$ cat config.mk
export PLATFORM = sky130hd
export DESIGN_NAME = prbs_sat_counter
export DESIGN_NICKNAME = d
export VERILOG_FILES = /design/src/rtl/prbs_sat_counter.sv
export SDC_FILE = /design/constraint.sdc
export NUM_CORES = 1
export LEC_CHECK = 0
export CAP_MARGIN = 20
export CORE_ASPECT_RATIO = 1.1
export CORE_MARGIN = 3
export CORE_UTILIZATION = 25
export CTS_CLUSTER_SIZE = 12
export DETAILED_ROUTE_END_ITERATION = 8
export GPL_ROUTABILITY_DRIVEN = 0
export HOLD_SLACK_MARGIN = 0.03
export PLACE_DENSITY_LB_ADDON = 0.1
export SETUP_SLACK_MARGIN = 0.15
export SYNTH_ARGS = -nofsm -noshare
export SYNTH_HDL_FRONTEND = slang
export SYNTH_SLANG_ARGS = --single-unit
$ cat constraint.sdc
create_clock -name clk -period 2.1 [get_ports clk]
set_input_delay 0.21 -clock clk [delete_from_list [all_inputs] [get_ports clk]]
set_output_delay 0.21 -clock clk [all_outputs]
set_load 0.01 [all_outputs]
$ cat src/rtl/prbs_sat_counter.sv
// Saturating up-counter. clear wins over a plain hold, but a clear in the
// same cycle as an increment lands on 1 so that the event is not lost.
module prbs_sat_counter #(
   parameter int W = 16
) (
   input  logic         clk,
   input  logic         rst,
   input  logic         clear,
   input  logic         inc,
   output logic [W-1:0] count
);

   // Count register: reset, clear(+inc), then saturating increment.
   always_ff @(posedge clk) begin
      if (rst) begin
         count <= '0;
      end else if (clear) begin
         count <= {{(W-1){1'b0}}, inc};
      end else if (inc && (count != {W{1'b1}})) begin
         count <= count + {{(W-1){1'b0}}, 1'b1};
      end
   end

endmodule

==> results.txt <==
Status -> finished, final reports clean
Drc violations -> 0
# nets final -> 123
Slew @ Worst Pin -> 282 ps
Register area -> 320 sq um
Met2 WL -> 848 um
Synth area leaders -> dfxtp_1 40%, xor2_1 12%, nor2_1 6.9%, nand3_1 3.7%, o21ai_0 3.7%
Largest net degree at the start of global routing -> 14
Worst-skew pair later-pin latency -> 290 ps
Max reg flops -> 16
First-pass GRT wire length -> 3280 um
Area leader, netlist -> dfxtp_1
Hold Crit Class -> register to register
RSZ-0062 raised after global routing -> false
Post-Layout Cell Count -> 151
FILL cells -> 337
Crit end category -> register
Clock transition at path regs -> 100 ps
CORE AREA -> 0.00307 sq mm
Routed Antenna Nets -> 0
Worst Path Arrival -> 2000 ps
Via count -> 748
Die height -> 65.7 um
1st-pass router iterations -> 4
Syn-to-layout area delta -> 34.4%
Wire per inst -> 12.8 um
Number of synthesized flops with an enable pin -> 0
Initial Utilization -> 26.4%
Horiz. Die Dim -> 60.3 um
CTS Buffer Depth -> 2
Startpoint Class -> register
Top-count cell post-synth -> dfxtp_1
Share of cells above drive strength 1 -> 12.8%
Final slew viol count -> 0
Avg Cell Area, Syn -> 8.72 sq um
I/O Pins -> 20
Initial antenna violation count -> 0
Top reg by flops -> count
Total track usage -> 11.0%
TNS Setup -> 0 ps
Total wire length -> 1930 um
Post-synthesis cell count -> 93
Placed Cells -> 147
CTS tree -> yes
Antenna diodes -> 0
Number of max-cap violations -> 0
Via/cell ratio -> 4.95
Max Used Layer -> met4
#FFs+latches synth -> 16
Leak pwr -> 0.000377 uW
Minimum clock period -> 1820 ps
Register area share after synthesis -> 39.5%
CTS Buf Count -> 3
Post-detailed-placement half-perimeter wirelength -> 1400 um
Rel. slew slack -> 81.2%
Power Dens Cells -> 503 mW/mm^2
# setup viols final -> 0
M1 wire length -> 957 um
Async S/R FF share, synth -> 0%
Row count -> 21
Max VDD drop -> 212 uV
Clock sinks -> 16
Area share of the largest cell type after synthesis -> 39.5%
Synth unique cells -> 27
Synth top cells by count -> 16 x dfxtp_1, 15 x nor2_1, 11 x xor2_1
Port bufs -> 19
DRT iter0 DRCs -> 15
Via count of the first global-routing pass -> 708
GRT overflow -> 0
CP Data Required Time -> 2290 ps
DIE AREA -> 0.00396 sq mm
Final Hold Fails -> 0
Max Freq -> 0.551 GHz
Multi-input logic area -> 459 sq um
Synthesized net count -> 98
Crit Path Max Fanout -> 7
Final Cycle Share -> 86.4%
Post-CTS Setup Bufs -> 0
Top Registers -> count (16)
YS warnings -> 0
Number of H-tree levels -> 1
Root buf cell -> clkbuf_4
CP Class -> register to register
Top FF cell, synth -> dfxtp_1
Mapped cell area -> 811 sq um
Routed wl met3 -> 72 um
Clock skew -> 2.03 ps
where the power goes:
group,internal (uW),switching (uW),leakage [uW]
logic,15.4,14.6,0.000227
clock network,106,105,0.0000210
registers,305,2.26,0.000129
total,426,122,0.000377
stage by stage:
stage / hold slack, ps / area (sq um) / setup WS, ps / total power [uW] / util [%]
3_5_place_dp: 503 / 1050 / 238 / 345 / 34.3
6_report: 512 / 1090 / 285 / 548 / 35.4
3_3_place_gp: 498 / 1050 / 241 / 345 / 34.3
2_1_floorplan: 325 / 811 / 346 / 326 / -
5_1_grt: 551 / 1090 / 182 / 581 / 35.4
4_1_cts: 518 / 1090 / 220 / 562 / 35.4
layout make-up:
cell class	count	share of cell area, %
clock buffers	4	3.33
inverters	3	1.03
multi-input cells	71	42.1
flip-flops and latches	16	29.4
well taps	34	3.90
repair buffers	23	20.2
cell families (layout without fill, tap and decap cells):
logic type | after synthesis | in the layout | synth area share, %
AO/OA/AOI/OAI | 17 | 17 | 13.6
XOR/XNOR | 11 | 11 | 11.9
adder cells (fa/ha/maj) | 1 | 1 | 1.54
buffers and inverters | 6 | 30 | 3.86
flip-flops | 16 | 16 | 39.5
AND/OR/NAND/NOR | 42 | 42 | 29.6
final timing paths:
kind	depth (start not counted)	end	slack (ps)	start
max	6	count[0]$_SDFFE_PP0P_	280	count[1]$_SDFFE_PP0P_
min	2	count[1]$_SDFFE_PP0P_	510	count[1]$_SDFFE_PP0P_
min reg2reg	2	count[1]$_SDFFE_PP0P_	510	count[1]$_SDFFE_PP0P_
max reg2reg	6	count[0]$_SDFFE_PP0P_	280	count[1]$_SDFFE_PP0P_
worst max-delay path: stages, from the launching register on:
cell and delay [ps]:
dfxtp_1 400, ha_1 230, nand4_1 120, or2_1 360, or2_2 360, a21oi_1 150
o32ai_1 90
layout by cell type (no fill, tap or decap), types with 3 or more instances in the layout:
cell type / instances
nor2_1: 15
nand4_1: 4
o21ai_0: 6
nand2_1: 3
dfxtp_1: 16
clkdlybuf4s50_1: 19
o211ai_1: 3
inv_1: 3
and3_1: 3
nand3_1: 6
buf_4: 4
clkbuf_4: 3
xor2_1: 11
what timing repair did:
action	4_1_cts	5_1_grt
hold buffers	0	0
endpoints found under the setup margin	0	1
gates resized for setup	0	1
routing by layer:
| layer | GRT usage (%) | up-vias |
|---|---|---|
| li1 | - | 384 |
| met1 | 14.1 | 344 |
| met2 | 16.6 | 15 |
| met3 | 2.36 | 5 |
| met4 | 6.65 | 0 |
| met5 | 0 | - |
No activity file was read; power rests on OpenSTA's default activity.
==> edit 1, RTL diff (config.mk and constraints unchanged) <==
Register the output `count` once more, cleared by the reset; this adds one clock of latency there.
--- a/src/rtl/prbs_sat_counter.sv
+++ b/src/rtl/prbs_sat_counter.sv
@@ -10,14 +10,24 @@
    output logic [W-1:0] count
 );
 
+   logic [W-1:0] count_s0;
+
    // Count register: reset, clear(+inc), then saturating increment.
    always_ff @(posedge clk) begin
       if (rst) begin
+         count_s0 <= '0;
+      end else if (clear) begin
+         count_s0 <= {{(W-1){1'b0}}, inc};
+      end else if (inc && (count_s0 != {W{1'b1}})) begin
+         count_s0 <= count_s0 + {{(W-1){1'b0}}, 1'b1};
+      end
+   end
+
+   always_ff @(posedge clk) begin
+      if (rst) begin
          count <= '0;
-      end else if (clear) begin
-         count <= {{(W-1){1'b0}}, inc};
-      end else if (inc && (count != {W{1'b1}})) begin
-         count <= count + {{(W-1){1'b0}}, 1'b1};
+      end else begin
+         count <= count_s0;
       end
    end
 
Check against the original RTL: not equivalent (Yosys sat finds a counterexample within 4 cycles, from zero or initial values and one cycle with rst high).
==> edit 1 against the unedited design <==
  * Global-route usage decreased by 0.61 points
  * Design area increased by 49%
  * Setup slack improved by 0.044 ns
  * Critical path depth decreased by 1
  * Cell count increased by 43%
  * Power increased by 110%
  * Sequential cell count increased by 16
  * Clock skew increased by 0.0016 ns
  * Count of clock-buffer cells in the layout increased by 2
  * Area after synthesis increased by 53%
  * First-iteration DRC count increased by 130%
  * Synthesized cell count increased by 41%
  * Routed wire length increased by 35%
  * Critical endpoint is now count_s0[15]$_SDFFE_PP0P_
  * Largest power group unchanged
  * Highest routed layer unchanged
==> edit 1: results <==
{
  "met1_usage_pct": 13.4,
  "timing.hold.ws_ns": 0.500,
  "num-nets-final": 164,
  "p_leak_nw": 0.597,
  "r2r-end": "count_s0[15]$_SDFFE_PP0P_",
  "worst_slack_ns": 0.329,
  "met3WireLength_um": 111,
  "met2_usage_pct": 15.7,
  "rr_worst_depth": 5,
  "fin_skew_ns": 0.00365,
  "synthTopCellsByCount": "dfxtp_1, nor2_1, nor2b_1, nand2_1, nand3_1",
  "nClkBuffers": 6,
  "status": "finished clean",
  "first_global_vias": 980,
  "rr_startpoint": "count_s0[4]$_SDFFE_PP0P_",
  "wl_met2_um": 1110,
  "die_w_um": 73.1,
  "place_inst": 208,
  "n_all_buffers": 26,
  "met3_usage_pct": 3.40,
  "wl_per_cell_um": 12.0,
  "n_all_inverters": 2,
  "final-clk-cell-share_pct": 5.71,
  "reg_top3": "count (16), count_s0 (16)",
  "min_from": "count_s0[6]$_SDFFE_PP0P_",
  "nonClkBufAreaFrac_pct": 15.0,
  "fillers": 481,
  "ys_top_cells_by_area": "dfxtp_1, nor2b_1, nor2_1",
  "seq_share_pct": 39.5,
  "min_path_cells": 1,
  "cp.arrival_ns": 1.94,
  "grt_usage_pct": 10.4
}
## edit 1: cell families (layout without fill, tap and decap cells)
kind of cell | after synthesis | after routing | share of synthesized area (%)
buffers and inverters | 7 | 36 | 2.83
DFF | 32 | 32 | 51.7
AOI/OAI and AO/OA | 11 | 11 | 5.76
and+or+nand+nor | 70 | 70 | 31.6
xor gates and xnor gates | 10 | 10 | 7.07
adders and majority gates | 1 | 1 | 1.01
## edit 1: power by group through the flow
stage | logic, mW | clock network (mW) | registers (mW)
3_3_place_gp | 0.0402 | 0 | 0.626
4_1_cts | 0.0413 | 0.499 | 0.613
6_report | 0.0405 | 0.479 | 0.613
2_1_floorplan | 0.0200 | 0 | 0.627
3_5_place_dp | 0.0411 | 0 | 0.626
5_1_grt | 0.0467 | 0.534 | 0.613
## edit 1: critical path: stages (launching register included)
cell and delay (ns):
dfxtp_1 0.39, nand4_1 0.19, or2_1 0.33, nor4_4 0.40, a31oi_1 0.14, a41o_1 0.21
==> edit 2, RTL diff (config.mk and constraints unchanged) <==
Without the edit above. The parameter `W` goes from 16 to 12.
--- a/src/rtl/prbs_sat_counter.sv
+++ b/src/rtl/prbs_sat_counter.sv
@@ -1,7 +1,7 @@
 // Saturating up-counter. clear wins over a plain hold, but a clear in the
 // same cycle as an increment lands on 1 so that the event is not lost.
 module prbs_sat_counter #(
-   parameter int W = 16
+   parameter int W = 12
 ) (
    input  logic         clk,
    input  logic         rst,
Ports: changed (resized count); port bits go from 20 to 16. The function was not compared with the original's and may differ.
==> edit 2 against the unedited design <==
  * Maximum frequency grew 12%
  * Critical endpoint is now count[10]$_SDFFE_PP0P_
  * Clock power is 8% lower
  * Sequential cell count fell by 4
  * Setup slack better by 0.19 ns
  * Largest power group unchanged
  * Core utilization grew 1.1 points
  * Count of clock-buffer cells in the layout did not move
  * Routed wire length shrank 16%
  * Critical path type unchanged
  * Power is 18% lower
  * Clock skew fell by 0.00068 ns
  * Design area is 21% lower
  * Hold slack better by 0.0028 ns
  * Area after synthesis decreased by 20%
  * Global-route usage grew 0.79 points
  * Critical path depth down 1
==> edit 2: results <==
{
  "first_global_vias": 616,
  "dp_hpwl_um": 1160,
  "htree_levels": 1,
  "drt_iter0_markers": 10,
  "num-nets-final": 103,
  "wl_per_cell_um": 12.8,
  "netSwitchingFraction_pct": 22.9,
  "yosysUniqueCellTypes": 31,
  "layout-drive-gt1-share_pct": 9.28,
  "drt-vias-per-instance": 4.99,
  "synthTopCellsByCount": "dfxtp_1, nor2_1, a21oi_1",
  "final_cells": 127,
  "cp.arrival_ns": 1.82,
  "grt_pass1_wl_um": 2820,
  "status": "finished clean",
  "critical_path.max_stage_delay_ns": 0.43,
  "synthCells": 80,
  "syn_nets": 85,
  "cp_max_fo": 6,
  "fin_skew_ns": 0.00135,
  "postPlaceCellArea_um2": 828,
  "diodes": 0,
  "place_inst": 123,
  "clock_latency_ns": 0.28,
  "antenna_found_initial": 0,
  "crit_slowest_cell": "dfxtp_1",
  "slew-limit-headroom_pct": 75.9,
  "ys_seq_area_share_pct": 37.0,
  "ys_async_sr_fraction_pct": 0,
  "cts_setup_buffers": 0,
  "grt_usage_pct": 11.8,
  "ys_top_cells_by_area": "dfxtp_1, nor2_1, a21oi_1",
  "numCtsBuffers": 3,
  "pre_cts_ws_ns": 0.293,
  "p_leak_nw": 0.270,
  "reg_top3": "count (12)",
  "io_buffers": 15,
  "clock-root-buffer": "clkbuf_4",
  "hold_class": "in -> reg",
  "grt_max_degree": 9,
  "ir_drop_mv": 0.261
}
## edit 2: cells by family (layout without fill, tap and decap cells)
group,Yosys count,after routing,synth area share (%)
flip-flops,12,12,37.0
AND/OR/NAND/NOR,39,39,35.1
XOR/XNOR,1,1,1.35
buffers and inverters,6,23,3.66
AO/OA/AOI/OAI,20,20,19.5
multiplexers,1,1,1.54
adder cells (fa/ha/maj),1,1,1.93
## edit 2: per-layer routing
| layer | vias to the layer above | track usage (%) | routed length, µm |
|---|---|---|---|
| met1 | 292 | 15.9 | 810 |
| met3 | 2 | 2.27 | 56 |
| met2 | 11 | 17.9 | 741 |
| li1 | 329 | - | - |
| met4 | 0 | 5.34 | 15 |
| met5 | - | 0 | 0 |
## edit 2: area by class of cell
cell class                      instances  area (µm²)
Multi-Input combinational cell         62         385
Inverter                                4        15.0
Clock buffer                            4        36.3
Fill cell                             256        1500
Tap cell                               30        37.5
Timing Repair Buffer                   15         150
Sequential cell                        12         240
## edit 2: worst paths after layout
kind                                            start                endpoint  slack (ns)  depth (start not counted)
worst max-delay path            count[0]$_SDFFE_PP0P_  count[10]$_SDFFE_PP0P_        0.47                          5
worst min-delay path                              rst   count[0]$_SDFFE_PP0P_        0.52                          2
worst max register to register  count[0]$_SDFFE_PP0P_  count[10]$_SDFFE_PP0P_        0.47                          5
worst min register to register  count[1]$_SDFFE_PP0P_   count[1]$_SDFFE_PP0P_        0.54                          2
## edit 2: power by group through the flow
stage | logic (mW) | clock network, mW | registers [mW]
final | 0.0241 | 0.194 | 0.232
after global routing | 0.0267 | 0.201 | 0.232
after CTS | 0.0244 | 0.195 | 0.232
after detailed placement | 0.0245 | 0 | 0.237
after global placement | 0.0244 | 0 | 0.237
after floorplan | 0.0116 | 0 | 0.237
